File: src/rtl/or_force_combiner.sv
// OR-combiner of NCH channels with a registered output, a timed/held override
// path and a saturating counter of zero-to-nonzero output transitions.
module or_force_combiner #(
  parameter int NCH   = 2,
  parameter int WIDTH = 1,
  parameter int LEN_W = 8,
  parameter int EVT_W = 16
) (
  input  logic                   clk,
  input  logic                   rst_n,
  input  logic [NCH*WIDTH-1:0]   in_data,
  input  logic                   force_req,
  input  logic [WIDTH-1:0]       force_val,
  input  logic [LEN_W-1:0]       force_len,
  input  logic                   release_req,
  output logic [WIDTH-1:0]       out_data,
  output logic                   forcing,
  output logic [LEN_W-1:0]       force_left,
  output logic [EVT_W-1:0]       rise_cnt
);

  localparam logic [1:0] IDLE  = 2'd0;
  localparam logic [1:0] TIMED = 2'd1;
  localparam logic [1:0] HOLD  = 2'd2;

  logic [1:0]       state;
  logic [1:0]       state_nxt;
  logic [WIDTH-1:0] ovr_val;
  logic [WIDTH-1:0] ovr_val_nxt;
  logic [WIDTH-1:0] or_all;
  logic [WIDTH-1:0] out_nxt;
  logic [LEN_W-1:0] left_nxt;
  logic             rise;

  function automatic logic [EVT_W-1:0] sat_inc(input logic [EVT_W-1:0] v);
    return (&v) ? v : v + EVT_W'(1);
  endfunction

  always_comb begin
    or_all = '0;
    for (int i = 0; i < NCH; i++) begin
      or_all = or_all | in_data[i*WIDTH +: WIDTH];
    end
  end

  // Release wins over force; a force re-arms from any state.
  always_comb begin
    state_nxt   = state;
    ovr_val_nxt = ovr_val;
    left_nxt    = force_left;
    if (release_req) begin
      state_nxt = IDLE;
      left_nxt  = '0;
    end else if (force_req) begin
      ovr_val_nxt = force_val;
      if (force_len != '0) begin
        state_nxt = TIMED;
        left_nxt  = force_len;
      end else begin
        state_nxt = HOLD;
        left_nxt  = '0;
      end
    end else begin
      case (state)
        TIMED: begin
          if (force_left > LEN_W'(1)) begin
            left_nxt = force_left - LEN_W'(1);
          end else begin
            state_nxt = IDLE;
            left_nxt  = '0;
          end
        end
        HOLD: begin
          state_nxt = HOLD;
        end
        default: begin
          state_nxt = IDLE;
          left_nxt  = '0;
        end
      endcase
    end
    out_nxt = (state_nxt == IDLE) ? or_all : ovr_val_nxt;
    rise    = (out_data == '0) && (out_nxt != '0);
  end

  // Output register stage
  always_ff @(posedge clk) begin
    if (!rst_n) begin
      state      <= IDLE;
      ovr_val    <= '0;
      out_data   <= '0;
      force_left <= '0;
      rise_cnt   <= '0;
    end else begin
      state      <= state_nxt;
      ovr_val    <= ovr_val_nxt;
      out_data   <= out_nxt;
      force_left <= left_nxt;
      if (rise) begin
        rise_cnt <= sat_inc(rise_cnt);
      end
    end
  end

  assign forcing = (state == TIMED) || (state == HOLD);

endmodule
File: config.mk
export PLATFORM = sky130hd
export DESIGN_NAME = or_force_combiner
export DESIGN_NICKNAME = d
export VERILOG_FILES = /design/src/rtl/or_force_combiner.sv
export SDC_FILE = /design/constraint.sdc
export NUM_CORES = 1
export LEC_CHECK = 0
export ABC_AREA = 1
export BUFFER_PORTS_ARGS = -buffer_cell sky130_fd_sc_hd__buf_2
export CORE_ASPECT_RATIO = 1.4
export CORE_MARGIN = 8
export CORE_UTILIZATION = 30
export DETAILED_ROUTE_END_ITERATION = 8
export PLACE_DENSITY = 0.5
export REMOVE_ABC_BUFFERS = 1
export SLEW_MARGIN = 0
export SYNTH_ARGS = -nofsm -noshare
export SYNTH_HDL_FRONTEND = slang
export SYNTH_SLANG_ARGS = --single-unit
File: constraint.sdc
create_clock -name clk -period 2.45 [get_ports clk]
set_input_delay 0 -clock clk [delete_from_list [all_inputs] [get_ports clk]]
set_output_delay 0 -clock clk [all_outputs]
set_load 0.02 [all_outputs]
==> results of run 1 <==
## where the power goes
part	switching, mW	internal [mW]	total (mW)
Sequential	0.0101	0.467	0.477
Combinational	0.101	0.0546	0.156
Clock	0.146	0.111	0.256
Total	0.257	0.632	0.888
## through the flow
stage / utilization [%] / power [mW] / hold WS, ps / instances / setup slack, ps
after global routing: 37.8 / 0.940 / 24.3 / 365 / 170
after detailed placement: 36.0 / 0.637 / 277 / 356 / 424
after floorplan: - / 0.581 / 120 / 246 / 564
after CTS: 37.6 / 0.899 / 5.05 / 364 / 406
final: 37.8 / 0.888 / 12.1 / 365 / 429
after global placement: 36.0 / 0.637 / 274 / 356 / 502
## layout make-up
class	instances	area, sq um	share of cell area, %
sequential	28	561	26.8
timing repair buffer	48	275	13.2
multi-input combinational	189	1020	48.7
clock buffer	3	41.3	1.98
tap	68	85.1	4.07
inverter	29	109	5.21
## synth_stat cells
cell type  number  share of area (%)
a21o_1          1               0.43
a21oi_1        19                5.5
a31oi_1         4                1.4
buf_4           1               0.43
buf_6           1               0.65
buf_8           1               0.87
clkbuf_1        3               0.65
clkinv_1        2               0.43
dfxtp_1        28                 32
ha_1            5                3.6
inv_1          26                5.6
inv_2           1               0.22
nand2_1        66                 14
nand2_2         2               0.72
nand2_4         2                1.3
nand3_1        15                4.3
nand3_4         1                1.0
nand4_1        17                6.1
nor2_1         27                5.9
nor2_2          1               0.36
nor2_4          1               0.65
nor3_1          3               0.87
nor3b_2         1               0.72
nor3b_4         1                1.1
o21ai_0         4                1.2
o21ai_1         1               0.29
or2_2           1               0.36
xnor2_1         6                3.0
xor2_1         11                5.6
## state kept, by name (all words and copies together), names as in the netlist
signal      flops
force_left      8
out_data        1
ovr_val         1
rise_cnt       16
state           2
## routing by layer
layer  wire length (um)  up-vias  track usage, %  part of all wire, %
met5                  0        -               0                    0
met4                 45        0            3.52                 0.93
met3                210        4            2.02                  4.4
met2               2470       40            21.8                   51
met1               2090      792            12.9                   43
li1                   -      912               -                    -
## how the worst max path moves through the flow
| stage | from | end | slack (ps) |
|---|---|---|---|
| final | force_left[0] | rise_cnt[7] | 430 |
| after global routing | force_left[0] | rise_cnt[1] | 170 |
| after global placement | force_left[0] | rise_cnt[2] | 500 |
| after CTS | force_left[0] | rise_cnt[7] | 410 |
| after detailed placement | force_left[0] | rise_cnt[4] | 420 |
| after floorplan | force_left[0] | rise_cnt[1] | 560 |
## worst max-delay path: cells and delay by family (launching register included)
family                     cells  cell delay, ps
buffers and inverters          1              80
adders and majority gates      1             230
DFF                            1             410
AOI/OAI and AO/OA              1              70
and+or+nand+nor               11            1110
## cell families (layout without fill, tap and decap cells)
kind of cell / Yosys count / after routing
AO/OA/AOI/OAI: 29 / 29
buffers and inverters: 35 / 80
flip-flops: 28 / 28
adder cells (fa/ha/maj): 5 / 5
XOR/XNOR: 17 / 17
AND/OR/NAND/NOR: 138 / 138
==> reports/results.tsv, run 1 <==
metric	value	unit
classification of the worst setup path	reg -> reg	
final net count	319	
drt drc	0	
Final Wtd Congestion	0.795	
Core ar.	5530	sq um
Worst Path Max Fanout	17	
most common cell after layout, fill and taps aside	nand2_1	
setup violators final	0	
max cap viols	0	
Finished Cell Area	2090	sq um
crit-path cells	inv_1 > ha_1 > nor2_1 > nor2_1 > nand2_1 > nand2_1 > nand2_1 > nand2_1 > nand2_1 > nand2_1 > nand2_4 > nand3_4 > nand2_1 > a21oi_1	
worst vdd ir	0.000185	V
GRT Total Usage	11.7	%
flop2flop setup slack	430	ps
CP Launch Type	flop	
Num CTS Buffers	3	
slew margin rel.	63.1	%
Leak	0.974	nW
WL per Instance	13.2	um
Ports	41	
total congestion overflow	0	
post-route ant nets	0	
mapped cell area	1730	sq um
Worst-Skew Late Latency	280	ps
Ys Warns	0	
port bufs	40	
FF+latch count, synth	28	
R2R Path Start	force_left[0]	
Post-CTS Hold Buffers	5	
Clock transition at path regs	100	ps
Slew @ Worst Pin	550	ps
H-tree depth	1	
Worst Setup End Kind	flop	
hold path start	release_req	
share of cells above drive strength 1	18.9	%
Sum Neg Setup Slack	0	ps
initial core utilization	31.3	%
Post-DP Area	1990	sq um
commonest non-fill, non-tap cells in the layout	nand2_1, buf_2, dfxtp_1	
first-pass GRT wire length	8.18	mm
status	finished clean	
RSZ-0062 raised after global routing	no	
Sink Count	28	
synthesized area per cell	6.87	sq um
Initial DRC Count	60	
die width	80.2	um
xor/xnor cell area share of the yosys netlist	8.60	%
Rows	32	
Post-DP HPWL	3.67	mm
die area	8490	sq um
via count	1748	
largest net degree at the start of global routing	18	
Max Fclk	0.495	GHz
simple-gate share of the synthesized area	37.7	%
fin crit period	2020	ps
reg2reg path depth	14	
Synth Area in Compound Gates	8.82	%
main combinational cell family by area after synthesis	simple AND/OR/NAND/NOR gates	
CTS tree	done	
Slowest cell on crit path	dfxtp_1	
clock root cell	clkbuf_8	
Power Density	425	nW/um^2
WHS Path Cells	4	
CP required	2600	ps
Worst Hold Class	in -> reg	
Seq/Total Area, Yosys	32.4	%
number of global-route vias before repair	1809	
filler instances	620	
Syn Inst Count	252	
Antenna diodes	0	
Worst Hold End	state[0]	
CTS max path bufs	2	
Netlist cell types	29	
initial antenna violation count	0	
Pins Over Slew Limit	0	
final period utilization	82.5	%
WP data arrival	2170	ps
cts repair resizes	0	
Avg Vias per Cell	4.79	
post-synthesis adder-cell area fraction	3.61	%
Setup Fix Bufs, Post-CTS	0	
total wire length	4.81	mm
P&R area growth vs syn	20.6	%
DRT Pass-1 Iters	4	
FF-to-FF End	rise_cnt[7]	
multiplexer share of the synthesized area	0	%
Die Height	106	um
final hold vios	0	
Layout Skew	8.59	ps
most used cell, CP	nand2_1	
CP peak stage delay	410	ps
Power figures use the tool's default switching activity.
==> run 2, diff against run 1 <==
PLACE_DENSITY = 0.51   (was 0.5)
clock period = 1.6 ns   (was 2.45 ns; I/O delays follow)
==> run 2 against run 1 <==
Against the previous run: sequential share of layout area fell by 4.3 points; the flow now finishes with violations (setup timing); worst setup slack got worse by 570 ps; global-route usage rose by 0.98 points; utilization rose by 7.4 points; via count rose by 8.4%; combinational power rose by 100%; total power rose by 69%; first-iteration DRC count fell by 20%.
==> reports/results.tsv, run 2 (synthesis gave the netlist of run 1 again) <==
metric	value	unit	change
status	complete, but fails checks		
failing checks	setup timing		
sequential power share	48.4	%	-5.2 points
GRT Total Usage	12.7	%	+0.98 points
CP peak stage delay	370	ps	-40 ps
final net count	357		+12%
Leak	1.20	nW	+23%
Post-DP Area	2270	sq um	+14%
most used cell, CP	nand2_2		
drt drc	0		unchanged
Slew @ Worst Pin	599	ps	+49.3 ps
first-pass GRT wire length	8.96	mm	+9.4%
combinational share of power	21.1	%	+3.6 points
Sink Count	28		unchanged
share of cells above drive strength 1	36.9	%	+18 points
slew margin rel.	59.8	%	-3.3 points
CTS tree	done		
total wire length	5.36	mm	+11%
fin crit period	1740	ps	-285 ps
die area	8490	sq um	unchanged
CP Launch Type	flop		
Final Util	45.2	%	+7.4 points
Final Wtd Congestion	0.812		+2.2%
Clk network pwr share	30.6	%	+1.8 points
Worst Path Max Fanout	8		-9
initial core utilization	31.3	%	unchanged
biggest regs	rise_cnt (16), force_left (8), state (2)		
switching share of total power	29.1	%	+0.21 points
Ports	41		unchanged
Tot Pwr	1.50	mW	+69%
Core ar.	5530	sq um	unchanged
clock root cell	clkbuf_8		
filler instances	591		-4.7%
Internal	1.06	mW	+68%
RSZ-0062 raised after global routing	yes		
via count	1894		+8.4%
WL per Instance	13.3	um	+0.56%
worst vdd ir	0.000285	V	+54%
final period utilization	108	%	+26 points
Top reg by flops	rise_cnt		
Num CTS Buffers	3		unchanged
P&R area growth vs syn	44.3	%	
Initial DRC Count	48		-20%
commonest non-fill, non-tap cells in the layout	nand2_1, buf_2, buf_4		
Pins Over Slew Limit	0		unchanged
Avg Vias per Cell	4.69		-2.1%
number of global-route vias before repair	2040		+13%
Finished Cell Area	2500	sq um	+20%
post-route ant nets	0		unchanged
max reg flops	16		unchanged
DRT Pass-1 Iters	4		unchanged
setup violators final	15		+15
Rows	32		unchanged
total congestion overflow	0		unchanged
Worst Hold Class	in -> reg		
Max Fclk	0.576	GHz	+16%
port bufs	40		unchanged
H-tree depth	1		unchanged
Sw Pwr	436	uW	+70%
Power Density	600	nW/um^2	+41%
Die Height	106	um	unchanged
initial antenna violation count	0		unchanged
CTS max path bufs	2		unchanged
Final WS setup	-136	ps	-565 ps
WP data arrival	1890	ps	-280 ps
Post-DP HPWL	4.04	mm	+10%
final hold vios	0		unchanged
Clock transition at path regs	110	ps	about the same
footprint of the multi-input gates	1120	sq um	+9.7%
Antenna diodes	0		unchanged
Layout Skew	8.77	ps	+0.177 ps
crit-path cells	inv_2 > ha_4 > nor2_2 > nor2_1 > nand2_1 > nand2_2 > nand2_2 > nand2_2 > nand2_2 > nand2_2 > nand2_4 > nand3_4 > nand2_2 > a21oi_2		
most common cell after layout, fill and taps aside	nand2_1		
Worst-Skew Late Latency	280	ps	about the same
max cap viols	0		unchanged
WHS	8.81	ps	-3.28 ps
Slowest cell on crit path	dfxtp_2		
CP required	1760	ps	-840 ps
Worst Setup End Kind	flop		
die width	80.2	um	unchanged
classification of the worst setup path	reg -> reg		
largest net degree at the start of global routing	18		unchanged
Sequential Area	563	sq um	+0.45%
-- run 2: cell count changes in the layout (fill, tap and decap cells not counted), sizes merged --
| cell | delta |
|---|---|
| clkbuf | +1 |
| buf | +38 |
| nand3 | +1 |
| dlygate4sd3 | -1 |
-- run 2: final timing paths --
check / slack (ps) / end / from / depth (start not counted)
setup / recovery: -140 / rise_cnt[7] / force_left[0] / 14
hold reg to reg: 500 / rise_cnt[9] / rise_cnt[9] / 2
setup reg to reg: -140 / rise_cnt[7] / force_left[0] / 14
hold / removal: 9 / ovr_val / force_val / 3
-- run 2: stage by stage --
step	instances	setup TNS, ps	setup slack [ps]
global route	404	-3730	-268
detailed placement	392	-2930	-206
CTS	403	-1390	-115
global placement	392	-1830	-140
floorplan	246	-4370	-286
finish	404	-1590	-136
-- run 2: layout make-up --
type,instances,share of cell area [%]
timing repair buffer,85,22.8
inverter,29,4.36
sequential,28,22.5
multi-input combinational,190,44.7
tap,68,3.41
clock buffer,4,2.20
-- run 2: what timing repair did --
item | in CTS | in global routing
hold endpoints to repair | 6 | 0
pin swaps | 21 | 12
setup buffers | 1 | 1
endpoints found under the setup margin | 16 | 17
gates cloned | 1 | 0
resized for setup | 11 | 21
hold buffers | 5 | 0
-- run 2: worst max-delay path, delay by kind of cell, from the launching register on --
kind | cells | cell delay [ps]
AND/OR/NAND/NOR | 11 | 970
flip-flops | 1 | 370
adder cells (fa/ha/maj) | 1 | 150
buffers and inverters | 1 | 50
AO/OA/AOI/OAI | 1 | 50
-- run 2: power groups by stage --
stage	clock, mW	sequential, mW	combinational [mW]
final	0.458	0.726	0.316
after global routing	0.500	0.728	0.349
after CTS	0.475	0.725	0.298
after detailed placement	0	0.740	0.271
after global placement	0	0.740	0.271
after floorplan	0	0.764	0.125
-- run 2: per-layer routing --
layer | GRT usage [%] | up-vias | part of all wire, %
li1 | - | 986 | -
met1 | 13.6 | 858 | 41
met4 | 3.52 | 0 | 0.50
met2 | 23.8 | 48 | 53
met3 | 2.70 | 2 | 5.9
met5 | 0 | - | 0
